[src/rtl/clock_pkg.sv]
// Shared constants and helpers for the alarm-clock timekeeping chain.
// Hour width, BCD digit width and reset-value clamping live here.
package clock_pkg;

    localparam int HOURS_PER_DAY = 24;
    localparam int NOON          = 12;
    localparam int HR_W          = 5;
    localparam int BCD_W         = 4;

    typedef logic [HR_W-1:0]  hour_t;
    typedef logic [BCD_W-1:0] bcd_t;

    localparam hour_t LAST_HOUR = hour_t'(HOURS_PER_DAY - 1);
    localparam hour_t NOON_HOUR = hour_t'(NOON);

    // Out-of-range reset hours fall back to midnight.
    function automatic hour_t clamp_hour(input int h);
        if (h < 0 || h >= HOURS_PER_DAY) begin
            return '0;
        end
        return hour_t'(h);
    endfunction

endpackage

[src/rtl/hr_bcd.sv]
// Binary hour (0-23) to displayed BCD digits and PM flag.
// Purely combinational; callers register the outputs.
module hr_bcd
    import clock_pkg::*;
(
    input  logic [HR_W-1:0]  hour,
    input  logic             mode12,
    output logic [BCD_W-1:0] tens,
    output logic [BCD_W-1:0] ones,
    output logic             pm
);

    hour_t disp;

    // Fold to 12-hour form when requested, then split into two digits.
    always_comb begin
        disp = hour;
        pm   = (hour >= NOON_HOUR);
        if (mode12) begin
            if (hour == '0) begin
                disp = NOON_HOUR;
            end else if (hour > NOON_HOUR) begin
                disp = hour - NOON_HOUR;
            end
        end
        if (disp >= hour_t'(20)) begin
            tens = bcd_t'(2);
            ones = bcd_t'(disp - hour_t'(20));
        end else if (disp >= hour_t'(10)) begin
            tens = bcd_t'(1);
            ones = bcd_t'(disp - hour_t'(10));
        end else begin
            tens = '0;
            ones = bcd_t'(disp);
        end
    end

endmodule

[src/rtl/hr_counter.sv]
// Hour-of-day counter: minute-carry advance, manual set, registered
// BCD display digits and a one-cycle day-rollover pulse.
module hr_counter
    import clock_pkg::*;
#(
    parameter int RESET_HOUR = 0
) (
    input  logic             hr_clk,
    input  logic             hr_rst,
    input  logic             hr_en,
    input  logic             hr_carry,
    input  logic             hr_set_mode,
    input  logic             hr_set_inc,
    input  logic             hr_set_dec,
    input  logic             hr_mode12,
    output logic [HR_W-1:0]  hr_count,
    output logic [BCD_W-1:0] hr_tens,
    output logic [BCD_W-1:0] hr_ones,
    output logic             hr_pm,
    output logic             hr_day_out
);

    localparam hour_t RST_H = clamp_hour(RESET_HOUR);

    logic  run_adv;
    logic  set_up;
    logic  set_dn;
    logic  day_wrap;
    hour_t count_d;
    bcd_t  tens_d;
    bcd_t  ones_d;
    logic  pm_d;

    // Next hour: carry advance in run mode, inc/dec in set mode.
    always_comb begin
        run_adv  = !hr_set_mode && hr_en && hr_carry;
        set_up   = hr_set_mode && hr_set_inc && !hr_set_dec;
        set_dn   = hr_set_mode && hr_set_dec && !hr_set_inc;
        day_wrap = run_adv && (hr_count >= LAST_HOUR);
        count_d  = hr_count;
        if (run_adv || set_up) begin
            if (hr_count >= LAST_HOUR) begin
                count_d = '0;
            end else begin
                count_d = hr_count + hour_t'(1);
            end
        end else if (set_dn) begin
            if (hr_count == '0 || hr_count > LAST_HOUR) begin
                count_d = LAST_HOUR;
            end else begin
                count_d = hr_count - hour_t'(1);
            end
        end
    end

    // Count register and day pulse share one edge.
    always_ff @(posedge hr_clk or posedge hr_rst) begin
        if (hr_rst) begin
            hr_count   <= RST_H;
            hr_day_out <= 1'b0;
        end else begin
            hr_count   <= count_d;
            hr_day_out <= day_wrap;
        end
    end

    hr_bcd u_bcd (
        .hour   (hr_count),
        .mode12 (hr_mode12),
        .tens   (tens_d),
        .ones   (ones_d),
        .pm     (pm_d)
    );

    // Display digits trail the count by one edge.
    always_ff @(posedge hr_clk or posedge hr_rst) begin
        if (hr_rst) begin
            hr_tens <= '0;
            hr_ones <= '0;
            hr_pm   <= 1'b0;
        end else begin
            hr_tens <= tens_d;
            hr_ones <= ones_d;
            hr_pm   <= pm_d;
        end
    end

endmodule

[config.mk]
export PLATFORM = sky130hd
export DESIGN_NAME = hr_counter
export DESIGN_NICKNAME = d
export VERILOG_FILES = /design/src/rtl/clock_pkg.sv /design/src/rtl/hr_bcd.sv /design/src/rtl/hr_counter.sv
export SDC_FILE = /design/constraint.sdc
export NUM_CORES = 1
export LEC_CHECK = 0
export ABC_AREA = 1
export BUFFER_PORTS_ARGS = -buffer_cell sky130_fd_sc_hd__buf_4
export CORE_UTILIZATION = 25
export CTS_BUF_LIST = sky130_fd_sc_hd__clkbuf_8
export CTS_CLUSTER_SIZE = 20
export DETAILED_ROUTE_END_ITERATION = 12
export GPL_ROUTABILITY_DRIVEN = 0
export PLACE_DENSITY = 0.42
export SYNTH_ARGS = -nofsm -noshare
export SYNTH_HDL_FRONTEND = slang
export SYNTH_SLANG_ARGS = --single-unit
[constraint.sdc]
create_clock -name hr_clk -period 1.9 [get_ports hr_clk]
set_clock_uncertainty 0.05 [all_clocks]
set_input_delay 0.285 -clock hr_clk [delete_from_list [all_inputs] [get_ports hr_clk]]
set_output_delay 0.285 -clock hr_clk [all_outputs]
set_load 0.1 [all_outputs]
# Yosys cells after proc, flatten, opt, wreduce, memory -nomap -nowiden
# Index checks and enable logic that the tools add are counted.
# totals
regBits,15
latch_bits,0
ramBits,0
rom_bits,0
word_cells,41
memories,0
# classes
addsub,5
mul,0
n_div,0
magnitude_cmp,6
eq_ne,0
n_shift,0
n_mux,11
n_bitwise,0
reduce_logical,14
# ops
op,count
2-to-1 mux 5 bit,7
2-to-1 mux 4 bit,3
">= comparator 5 x 4 -> 1 bit, second input constant",2
">= comparator 5 bit, second input constant",2
logical AND 1 bit,7
"adder 5 x 1 -> 5 bit, second input constant",1
"> comparator 5 x 4 -> 1 bit, second input constant",1
"> comparator 5 bit, second input constant",1
zero test 5 bit,1
"subtractor 5 x 1 -> 5 bit, second input constant",1
"subtractor 5 x 4 -> 5 bit, second input constant",1
"subtractor 4 x 3 -> 4 bit, second input constant",1
"subtractor 4 bit, second input constant",1
zero test 1 bit,3
logical OR 1 bit,2
nonzero test 2 bit,1
2-to-1 mux 1 bit,1

# Logic depth before layout (Yosys ltp)
# Gate-level depths: netlist of run 1.
# logic_depth
word_depth,7
ltp_mapped,13

# Hierarchy
# Synthesis of run 1 repeated with hierarchy kept, for this count alone.
# unflattened
hier_cells,161
area_unflattened_um2,1148.6
# by_module_without_submodules
module,instances,cells_each,area_each_um2
hr_counter,1,98,793.3
hr_bcd,1,63,355.3

# Worst setup path before layout of run 1
# Ideal clock, no wire load.
# synth_path
kind,register to register
from,register hr_count[2]
to,register hr_ones[1]
setup_ps,117
arrival_ps,2239
t_required_ps,1733
setup_slack_ps,-507
path_stages_with_launch,14
n_path_buf,1
synth_period_minus_slack_ps,2407
cell_sequence,dfrtp_1 buf_2 inv_1 ha_1 nand3_1 o21ai_1 nor2_2 nor2_2 nor2_8 inv_2 nand2_1 nand2_1 nand2_1 nand2_1
# synth_between
elab_chain_len,7
elab_cells_between_ends,12
cone_classes,add/sub: 3; order compare: 3; mux: 5; reduce/logical: 1
# synth_rtl
element,line,source
"start, declared",hr_counter.sv:16,"output logic [HR_W-1:0] hr_count,"
"start signal, assigned",hr_counter.sv:62,hr_count <= count_d;
subtractor 5 x 4 -> 5 bit or > comparator 5 x 4 -> 1 bit (tied branches),"hr_bcd.sv:23, hr_bcd.sv:22",
2-to-1 mux 5 bit,hr_bcd.sv:22,end else if (hour > NOON_HOUR) begin
2-to-1 mux 5 bit,hr_bcd.sv:20,if (hour == '0) begin
2-to-1 mux 5 bit (*),hr_bcd.sv:19,if (mode12) begin
>= comparator 5 x 4 -> 1 bit or subtractor 4 bit (tied branches),"hr_bcd.sv:29, hr_bcd.sv:31",
2-to-1 mux 4 bit,hr_bcd.sv:29,end else if (disp >= hour_t'(10)) begin
2-to-1 mux 4 bit (*),hr_bcd.sv:26,if (disp >= hour_t'(20)) begin
via ones_d[1],hr_counter.sv:31,bcd_t ones_d;
"end signal, assigned",hr_counter.sv:83,hr_ones <= ones_d;
"end, declared",hr_counter.sv:18,"output logic [BCD_W-1:0] hr_ones,"
# The timed path passes the listed nets; every way through them passes the cells marked *.
# A chain may end at the register's enable or synchronous reset.

# Worst setup path in the final report of run 1
# layout_path
from,register hr_count[3]
to,register hr_ones[1]
# The elaborated chain is that of the path after synthesis.

==> impl_summary.txt, run 1 <==
----------------------------------------------------
[Routing]
  Drt initial violations ... 28
  Total via count after detailed routing ... 942
  Post-route DRC violation count ... 0
  Post-DR wirelength/cell ... 11.9 um
  Total wire length ... 2.45 mm
  TritonRoute pass-1 iters ... 4
  Post-DR vias/cell ... 4.60
  Antenna-violating nets left ... 0

[STA]
  Shortest clock period the worst path allows after layout ... 1.74 ns
  Fin crit share ... 91.8%
  Final number of hold-violating endpoints ... 0
  Slew of the pin with the lowest slew margin ... 0.514 ns
  Setup tns final ... 0 ns
  Slew margin rel. ... 65.7%
  Final Max Slew Viols ... 0
  Timing-limited maximum frequency ... 0.573 GHz
  Setup repair after global routing missed its margin ... false
  Count of final setup violators ... 0

[Clock network]
  CTS HTree Levels ... 1
  Clock net sink count ... 13
  Root Driver ... clkbuf_8
  CTS tree ... yes
  Quantity of hold-fixing buffers added after cts ... 0
  Maximum buffer depth of the clock tree ... 2
  Number of buffers added by the clock tree synthesis step ... 3
  CTS clk-pin slew, worst paths ... 0.06 ns
  Worst skew pair latency ... 0.24 ns

[Worst setup path]
  CP Class ... reg -> reg
  End of the critical path ... hr_ones[1]
  Terminus of the critical flop-to-flop path ... hr_ones[1]
  Cell depth of the worst flop-to-flop path ... 11
  Kind of end point of the critical path ... flop
  Worst setup SP type ... flop
  Worst flop-to-flop path startpoint ... hr_count[3]
  R2r setup slk ... 0.16 ns
  Crit path launch ... hr_count[3]
  Worst endpoint required time ... 1.98 ns
  Arrival time at the worst endpoint ... 1.83 ns
  Critical path peak fanout ... 7

[Place]
  I/O Buffers ... 20
  Estimated wirelength of the detail-placed design ... 1.99 mm

[Floorplan]
  Row cnt ... 22
  Vertical die dimension ... 64.4 um
  Overall die area ... 4140 um^2
  Horizontal extent of the die ... 64.4 um
  Boundary pin count ... 23
  Starting utilization of the core area ... 26.4%
  Standard cell core area ... 3690 um^2

[GRT]
  Largest net degree at the start of global routing ... 14
  Initial antenna violation count ... 0
  Overflow after GRT ... 0
  Vias in the first global route ... 866
  First-pass GRT wire length ... 4.08 mm
  GRT Util Overall ... 12.8%

[Logic synthesis]
  Synthesized area per cell ... 7.54 um^2
  Commonest cells post-synth ... nand2_1 (26), inv_1 (19), nand3_1 (15)
  Post-synthesis cell count ... 129
  Dominant register cell in the synthesized netlist ... dfrtp_1
  Netlist cell types ... 26
  Synthesized cell area ... 972 um^2
  Cells taking the most area after synthesis ... dfrtp_1 (33%), nand2_1 (10%), ha_1 (9.0%)
  Share of synthesized flip-flops with an asynchronous set or reset ... 100%
  Leading cell type by number of instances after synthesis ... nand2_1
  Post-synth EDFFs ... 0
  Yosys synthesis warning count ... 0
  Top cell type's share of synthesized area ... 33.5%
  Cell type with the largest total area after synthesis ... dfrtp_1
  Number of synthesized register bits ... 13
  Register area share after synthesis ... 33.5%

[Flow run]
  Max-cap viol count ... 0

[Layout]
  Growth of design area from synthesis to finish ... 32.3%
  Nets@finish ... 173
  Proportion of layout cells with a drive suffix above 1 ... 33.1%
  Number of diodes added for antenna fixing ... 0

[Hold path]
  Worst Hold Class ... in -> async

[Status]
  Run status ... finished, final reports clean

----------------------------------------------------
[final cells by class]
| type | count | area [um^2] |
|---|---|---|
| inverter | 21 | 78.8 |
| fill | 424 | 2400 |
| sequential | 13 | 342 |
| timing repair buffer | 26 | 195 |
| multi-input combinational | 93 | 564 |
| tap | 48 | 60.1 |
| clock inverter | 1 | 5.00 |
| clock buffer | 3 | 41.3 |
[critical path, cell delays in order (launching register included)]
cell,delay [ns]
dfrtp_4,0.52
inv_1,0.12
ha_2,0.20
nand3_1,0.11
o21ai_1,0.11
nor2_2,0.07
nor2_4,0.14
nor2_8,0.05
nand2_2,0.09
nand2_1,0.07
nand2_1,0.06
nand2_1,0.04
[cell usage in the layout (no fill, tap or decap), types with 3 or more instances in the layout]
master | synthesis | routed
nor2_1 | 5 | 5
ha_2 | 0 | 3
nand2_1 | 26 | 26
clkbuf_8 | 0 | 3
xor2_1 | 3 | 3
nand4_1 | 6 | 6
inv_1 | 19 | 17
a31oi_1 | 3 | 3
nand3_1 | 15 | 15
inv_2 | 2 | 4
buf_4 | 2 | 26
nand2_2 | 4 | 4
dfrtp_1 | 13 | 8
o21ai_0 | 6 | 6
dfrtp_4 | 0 | 4
ha_1 | 7 | 4
o211ai_1 | 3 | 3
[sequential cells by signal, summed over array words and instances, names as in the netlist]
signal and cells:
hr_ones 4, hr_tens 2, hr_day_out 1, hr_pm 1, hr_count 5
[how the worst min path moves through the flow]
stage / startpoint / to / slack, ns / depth (start not counted)
global placement: hr_rst / hr_ones[0] / 0.31 / 2
global route: hr_rst / hr_tens[0] / 0.08 / 2
detailed placement: hr_rst / hr_tens[0] / 0.32 / 2
finish: hr_rst / hr_tens[0] / 0.03 / 2
floorplan: hr_rst / hr_day_out / 0.11 / 1
CTS: hr_rst / hr_ones[1] / 0.05 / 2
[repair_timing]
item	4_1_cts	5_1_grt
resized for setup	0	2
buffers inserted	0	1
endpoints found under the setup margin	0	4
[metal layers]
metal | part of all wire, % | track usage [%]
met1 | 43 | 16.3
met2 | 51 | 20.8
met3 | 4.4 | 1.61
met4 | 1.7 | 6.94
met5 | 0 | 0
[cell families (layout without fill, tap and decap cells)]
group                      count (synthesis)  after routing  share of synthesized area [%]
and+or+nand+nor                           63             63                           33.2
AOI/OAI and AO/OA                         18             18                           11.1
other                                      1              2                          0.386
xor gates and xnor gates                   3              3                           2.70
DFF                                       13             13                           33.5
buffers and inverters                     24             51                           10.2
adders and majority gates                  7              7                           9.01
[per-stage QoR]
stage	cells	hold slack, ns	setup slack, ns	area (um^2)	util, %
2_1_floorplan	130	0.112	0.00359	1010	-
3_3_place_gp	200	0.306	0.0388	1230	33.3
3_5_place_dp	200	0.319	0.0376	1230	33.3
4_1_cts	204	0.0541	0.0358	1270	34.5
5_1_grt	205	0.0789	0.0334	1290	34.9
6_report	205	0.0265	0.156	1290	34.9
Power of run 1 is not shown: default switching activity piles up to over one toggle a cycle in this logic, so the estimate is an artifact.
==> run 2, diff against run 1 <==
- ABC_AREA: 1 -> default
==> run 2 against run 1 <==
Against the previous run:
- design area increased by 22%
- synthesized cell count decreased by 2.3%
- non-clock buffer count increased by 6
- setup slack got worse by 0.15 ns
- final cell count increased by 0.98%
- clock-buffer cell count unchanged
- fmax decreased by 8.1%
- register-to-register slack got worse by 0.15 ns
- wire length increased by 22%
- global-route usage decreased by 0.15 points
- die area increased by 17%
- critical endpoint unchanged
- largest cell class unchanged
- highest routed layer unchanged
==> impl_summary.txt, run 2 <==
----------------------------------------------------
[STA]
  Count of final setup violators ... 0 (unchanged)
  Final WS setup ... 0.00121 ns (-0.155 ns)
  Shortest clock period the worst path allows after layout ... 1.90 ns (+0.155 ns)
  Slew of the pin with the lowest slew margin ... 0.553 ns (+0.0390 ns)
  Fin crit share ... 99.9% (+8.1 points)
  Final Max Slew Viols ... 0 (unchanged)
  Final number of hold-violating endpoints ... 0 (unchanged)
  Setup repair after global routing missed its margin ... true
  Setup tns final ... 0 ns (unchanged)
  Timing-limited maximum frequency ... 0.527 GHz (-8.1%)
  Slew margin rel. ... 63.1% (-2.6 points)

[Logic synthesis]
  Leading cell type by number of instances after synthesis ... dfrtp_1
  Area fraction in compound gates after synthesis ... 33.4% (+22 points)
  Largest family of logic cells by synthesized area ... compound AO/OA/AOI/OAI gates
  Arithmetic-cell share of the synthesized area counting full adders, half adders and majority gates ... 7.66% (-1.4 points)
  Top cell type's share of synthesized area ... 28.4% (-5.0 points)
  Post-synth EDFFs ... 0 (unchanged)
  Cell type with the largest total area after synthesis ... dfrtp_1
  Dominant register cell in the synthesized netlist ... dfrtp_1
  Number of synthesized register bits ... 13 (unchanged)
  Multiplexer area fraction after synthesis ... 1.75% (+1.8 points)
  Register area share after synthesis ... 28.4% (-5.0 points)
  Netlist cell types ... 50 (+92%)
  Share of synthesized flip-flops with an asynchronous set or reset ... 100% (unchanged)
  Cells taking the most area after synthesis ... dfrtp_1 (28%), ha_1 (7.7%), a21oi_1 (3.9%)
  Area fraction in and, or, nand and nor cells after synthesis ... 20.0% (-13 points)
  Synthesized cell area ... 1140 um^2 (+18%)
  Commonest cells post-synth ... dfrtp_1 (13), a21oi_1 (9), nor2_1 (9)
  Post-synthesis cell count ... 126 (-2.3%)
  Synthesized area per cell ... 9.08 um^2 (+20%)
  Post-synthesis xor/xnor area fraction ... 0.766% (-1.9 points)
  Yosys synthesis warning count ... 0 (unchanged)

[Layout]
  Flip-flop count of the largest register, all copies and words added ... 5 (unchanged)
  Fill cell instance count of the final layout ... 451 (+6.4%)
  Summed area of non-filler cells in the final layout ... 1570 um^2 (+22%)
  Most frequent standard cell in the layout excluding fill and tap cells ... buf_4
  Most frequent cells in the layout ... buf_4 (32), nor2_1 (8), dfrtp_1 (8)
  Number of diodes added for antenna fixing ... 0 (unchanged)
  Proportion of layout cells with a drive suffix above 1 ... 43.9% (+11 points)
  Register name with the most flops ... hr_count
  Growth of design area from synthesis to finish ... 36.9%
  Largest registers in the final layout ... hr_count: 5 flops, hr_ones: 4 flops, hr_tens: 2 flops
  Nets@finish ... 171 (-1.2%)

[Status]
  Run status ... finished, final reports clean

[GRT]
  Initial antenna violation count ... 0 (unchanged)
  Overflow after GRT ... 0 (unchanged)
  Largest net degree at the start of global routing ... 14 (unchanged)
  GRT Util Overall ... 12.6% (-0.15 points)
  Vias in the first global route ... 1032 (+19%)
  First-pass GRT wire length ... 4.90 mm (+20%)

[Clock network]
  Worst skew pair latency ... 0.24 ns (about the same)
  Root Driver ... clkbuf_8
  Maximum buffer depth of the clock tree ... 2 (unchanged)
  Clock net sink count ... 13 (unchanged)
  CTS HTree Levels ... 1 (unchanged)
  Number of buffers added by the clock tree synthesis step ... 3 (unchanged)
  CTS clk-pin slew, worst paths ... 0.06 ns (about the same)
  CTS tree ... yes
  Quantity of hold-fixing buffers added after cts ... 0 (unchanged)

[Worst setup path]
  Critical path peak fanout ... 4 (-3)
  Arrival time at the worst endpoint ... 2.01 ns (+0.18 ns)
  Worst endpoint required time ... 2.01 ns (+0.03 ns)
  CP max-delay cell ... dfrtp_4
  Worst setup SP type ... flop
  Longest individual stage delay on the worst path ... 0.45 ns (-0.07 ns)
  Kind of end point of the critical path ... flop
  R2r setup slk ... 0.001 ns (-0.15 ns)
  CP cell instances ... inv_2 > ha_4 > and3b_2 > a221o_1 > nor2_1 > mux2i_1 > a21oi_1
  CP Class ... reg -> reg

[Routing]
  Post-DR wirelength/cell ... 14.5 um (+21%)
  Post-DR vias/cell ... 5.12 (+11%)
  Total wire length ... 2.99 mm (+22%)
  TritonRoute pass-1 iters ... 4 (unchanged)
  Post-route DRC violation count ... 0 (unchanged)
  Total via count after detailed routing ... 1060 (+13%)
  Antenna-violating nets left ... 0 (unchanged)
  Drt initial violations ... 19 (-32%)

[Place]
  I/O Buffers ... 20 (unchanged)
  Cell area after placement ... 1430 um^2 (+17%)
  Estimated wirelength of the detail-placed design ... 2.31 mm (+16%)
  Post-Place Worst Slack ... -0.0355 ns (-0.0732 ns)

[Floorplan]
  Horizontal extent of the die ... 69.6 um (+8.2%)
  Boundary pin count ... 23 (unchanged)
  Overall die area ... 4850 um^2 (+17%)
  Vertical die dimension ... 69.6 um (+8.2%)
  Standard cell core area ... 4380 um^2 (+19%)
  Row cnt ... 24 (+9.1%)
  Starting utilization of the core area ... 26.1% (-0.27 points)

[Hold path]
  Worst Hold Class ... in -> async

[Flow run]
  Max-cap viol count ... 0 (unchanged)

----------------------------------------------------
-- run 2: layout make-up --
class	count	area [um^2]	area share (%)
clock buffers	3	41.3	2.64
clock inverters	1	3.75	0.240
inverters	9	41.3	2.64
multi-input cells	97	832	53.2
flip-flops and latches	13	342	21.8
well taps	52	65.1	4.16
repair buffers	32	240	15.3
-- run 2: metal layers --
metal	wire length [um]	GRT usage [%]	vias to the layer above
li1	-	-	526
met1	1310	15.4	493
met2	1480	21.0	33
met3	130	3.49	8
met4	72	5.11	0
met5	0	0	-
-- run 2: repair_timing --
action | CTS | global route
endpoints found under the setup margin | 3 | 5
buffers inserted | 0 | 4
pin swaps | 0 | 10
gates resized for setup | 1 | 14
hold endpoints to repair | 0 | 0
-- run 2: kinds of logic (layout without fill, tap and decap cells) --
logic type	count (synthesis)	in the layout
compound gates	48	48
xor+xnor	1	1
fa+ha+maj	7	7
buf+inv	17	45
flops	13	13
mux	2	2
other cells	1	2
simple gates	37	37
-- run 2: through the flow --
| stage | util (%) | hold slack, ns | std cells |
|---|---|---|---|
| 6_report | 35.7 | 0.0392 | 207 |
| 5_1_grt | 35.7 | 0.0974 | 207 |
| 4_1_cts | 33.7 | 0.0609 | 203 |
| 3_5_place_dp | 32.6 | 0.331 | 199 |
| 3_3_place_gp | 32.6 | 0.319 | 199 |
| 2_1_floorplan | - | 0.112 | 127 |
-- run 2: final timing paths --
check | endpoint | startpoint | cells after the start
max reg2reg | hr_ones[1] | hr_count[3] | 7
max | hr_ones[1] | hr_count[3] | 7
min in group hr_clk | hr_count[0] | hr_set_mode | 4
min reg2reg | hr_count[0] | hr_count[0] | 1
min | hr_count[1] | hr_rst | 2
max in group asynchronous | hr_count[3] | hr_rst | 2
-- run 2: critical path, delay by kind of cell, from the launching register on --
family	cells	cell delay [ns]
mux	1	0.09
flops	1	0.45
compound gates	2	0.54
fa+ha+maj	1	0.27
simple gates	2	0.35
buf+inv	1	0.08
Power of run 2 is left out for the same reason.
==> run 3, diff against run 2 <==
- PLACE_DENSITY: 0.42 -> 0.43
- clock period: 1.9 -> 1.7 ns (I/O delays scaled with it)
==> run 3 against run 2 <==
Against the previous run:
- the run now ends with negative hold slack, negative setup slack left
- final cell count increased by 7.2%
- fmax grew 1.2%
- register-to-register slack lost 0.18 ns
- first-iteration DRC count rose to 3.6 times the previous value
- clock-buffer cell count stayed put
- non-clock buffer count up 15
- die area stayed put
- via count up 6.2%
==> impl_summary.txt, run 3 (synthesis gave the netlist of run 2 again) <==
----------------------------------------------------
[STA]
  Setup repair after global routing missed its margin ... true
  Final Max Slew Viols ... 0 (unchanged)
  Setup tns final ... -0.577 ns (-0.577 ns)
  Timing-limited maximum frequency ... 0.533 GHz (+1.2%)
  Slew margin rel. ... 64.6% (+1.6 points)
  Final Hold Slack ... -0.00867 ns (-0.0479 ns)
  Shortest clock period the worst path allows after layout ... 1.88 ns (-0.0233 ns)
  Slew of the pin with the lowest slew margin ... 0.530 ns (-0.0235 ns)
  Fin crit share ... 110% (+10 points)
  Final number of hold-violating endpoints ... 6 (+6)
  Count of final setup violators ... 7 (+7)
  Final WS setup ... -0.176 ns (-0.177 ns)

[Worst setup path]
  Worst path bufs/invs ... 2 (+1)
  Longest individual stage delay on the worst path ... 0.45 ns (about the same)
  Critical path peak fanout ... 5 (+1)
  CP max-delay cell ... dfrtp_4
  Worst setup SP type ... flop
  CP Class ... reg -> reg
  Gate family responsible for the most delay along the worst path ... compound AO/OA/AOI/OAI gates
  Worst endpoint required time ... 1.77 ns (-0.24 ns)
  Arrival time at the worst endpoint ... 1.95 ns (-0.06 ns)
  Worst flop-to-flop path startpoint ... hr_count[0]
  CP cell instances ... inv_4 > ha_4 > a21o_1 > a211o_1 > o311ai_4 > inv_2 > nor4_2 > a21oi_1
  Kind of end point of the critical path ... flop
  Crit path launch ... hr_count[0]

[Clock network]
  CTS clk-pin slew, worst paths ... 0.06 ns (about the same)
  Quantity of hold-fixing buffers added after cts ... 0 (unchanged)
  Root Driver ... clkbuf_8
  CTS tree ... yes
  Worst skew pair latency ... 0.25 ns (about the same)
  CTS HTree Levels ... 1 (unchanged)
  Clock net sink count ... 13 (unchanged)
  Maximum buffer depth of the clock tree ... 2 (unchanged)
  Number of buffers added by the clock tree synthesis step ... 3 (unchanged)

[GRT]
  Overflow after GRT ... 0 (unchanged)
  Largest net degree at the start of global routing ... 14 (unchanged)
  Initial antenna violation count ... 0 (unchanged)
  First-pass GRT wire length ... 5.50 mm (+12%)
  GRT Util Overall ... 14.0% (+1.4 points)
  Vias in the first global route ... 1133 (+9.8%)

[Layout]
  Largest registers in the final layout ... hr_count: 5 flops, hr_ones: 4 flops, hr_tens: 2 flops
  Nets@finish ... 186 (+8.8%)
  Most frequent standard cell in the layout excluding fill and tap cells ... buf_4
  Flip-flop count of the largest register, all copies and words added ... 5 (unchanged)
  Most frequent cells in the layout ... buf_4 (44), nor2_1 (8), dfrtp_1 (8)
  Register name with the most flops ... hr_count
  Fill cell instance count of the final layout ... 455 (+0.89%)
  Proportion of layout cells with a drive suffix above 1 ... 56.5% (+13 points)
  Growth of design area from synthesis to finish ... 55.5%
  Number of diodes added for antenna fixing ... 0 (unchanged)

[Routing]
  Antenna-violating nets left ... 0 (unchanged)
  Post-DR vias/cell ... 5.07 (-0.95%)
  Total via count after detailed routing ... 1126 (+6.2%)
  Total wire length ... 3.15 mm (+5.2%)
  Drt initial violations ... 68 (+49)
  Post-route DRC violation count ... 0 (unchanged)
  Post-DR wirelength/cell ... 14.2 um (-1.9%)
  TritonRoute pass-1 iters ... 4 (unchanged)

[Floorplan]
  Row cnt ... 24 (unchanged)
  Vertical die dimension ... 69.6 um (unchanged)
  Starting utilization of the core area ... 26.1% (unchanged)
  Horizontal extent of the die ... 69.6 um (unchanged)
  Boundary pin count ... 23 (unchanged)
  Standard cell core area ... 4380 um^2 (unchanged)
  Overall die area ... 4850 um^2 (unchanged)

[Status]
  Run status ... complete, but fails checks
  Violated checks ... negative hold slack, negative setup slack

[Hold path]
  Worst Hold Class ... in -> async

[Place]
  Estimated wirelength of the detail-placed design ... 2.37 mm (+2.8%)
  I/O Buffers ... 20 (unchanged)

[Flow run]
  Max-cap viol count ... 0 (unchanged)

----------------------------------------------------
run 3: worst reg2reg max path, stage by stage (launching register included):
cell	delay [ns]
dfrtp_4	0.45
inv_4	0.06
ha_4	0.18
a21o_1	0.24
a211o_1	0.34
o311ai_4	0.10
inv_2	0.08
nor4_2	0.20
a21oi_1	0.06
run 3: metrics by stage:
stage                     worst slack, ns  util, %  instances  instance area [um^2]
after floorplan                    -0.385        -        127                  1240
after global placement             -0.162     35.6        214                  1560
after detailed placement           -0.209     35.6        214                  1560
after CTS                          -0.149     38.8        219                  1700
after global routing               -0.212     40.6        222                  1780
final                              -0.176     40.6        222                  1780
run 3: layout make-up:
cell class	instances	area [um^2]	area share, %
clock buffer	3	41.3	2.32
clock inverter	1	3.75	0.211
inverter	9	46.3	2.60
multi-input combinational	97	916	51.5
sequential	13	342	19.2
tap	52	65.1	3.66
timing repair buffer	47	364	20.5
run 3: what timing repair did:
item                       CTS  global route
gates resized for setup     20            13
pin swaps                    8            16
setup endpoints to repair    7            10
setup buffers                1             3
run 3: path summary, 6_finish.rpt:
| path | depth (start not counted) | endpoint | slack [ns] |
|---|---|---|---|
| worst max-delay path | 8 | hr_ones[1] | -0.18 |
| worst min register to register | 2 | hr_count[0] | 0.63 |
| worst max register to register | 8 | hr_ones[1] | -0.18 |
| worst min-delay path | 2 | hr_day_out | -0.009 |
| max in group asynchronous | 2 | hr_count[3] | 1.21 |
| min in group hr_clk | 4 | hr_count[0] | 0.32 |
run 3: metal layers:
| layer | wire [um] | track usage [%] |
|---|---|---|
| met3 | 74 | 1.16 |
| met1 | 1610 | 20.5 |
| met2 | 1390 | 21.4 |
| met5 | 0 | 0 |
| met4 | 83 | 5.33 |
Power of run 3 is left out for the same reason.
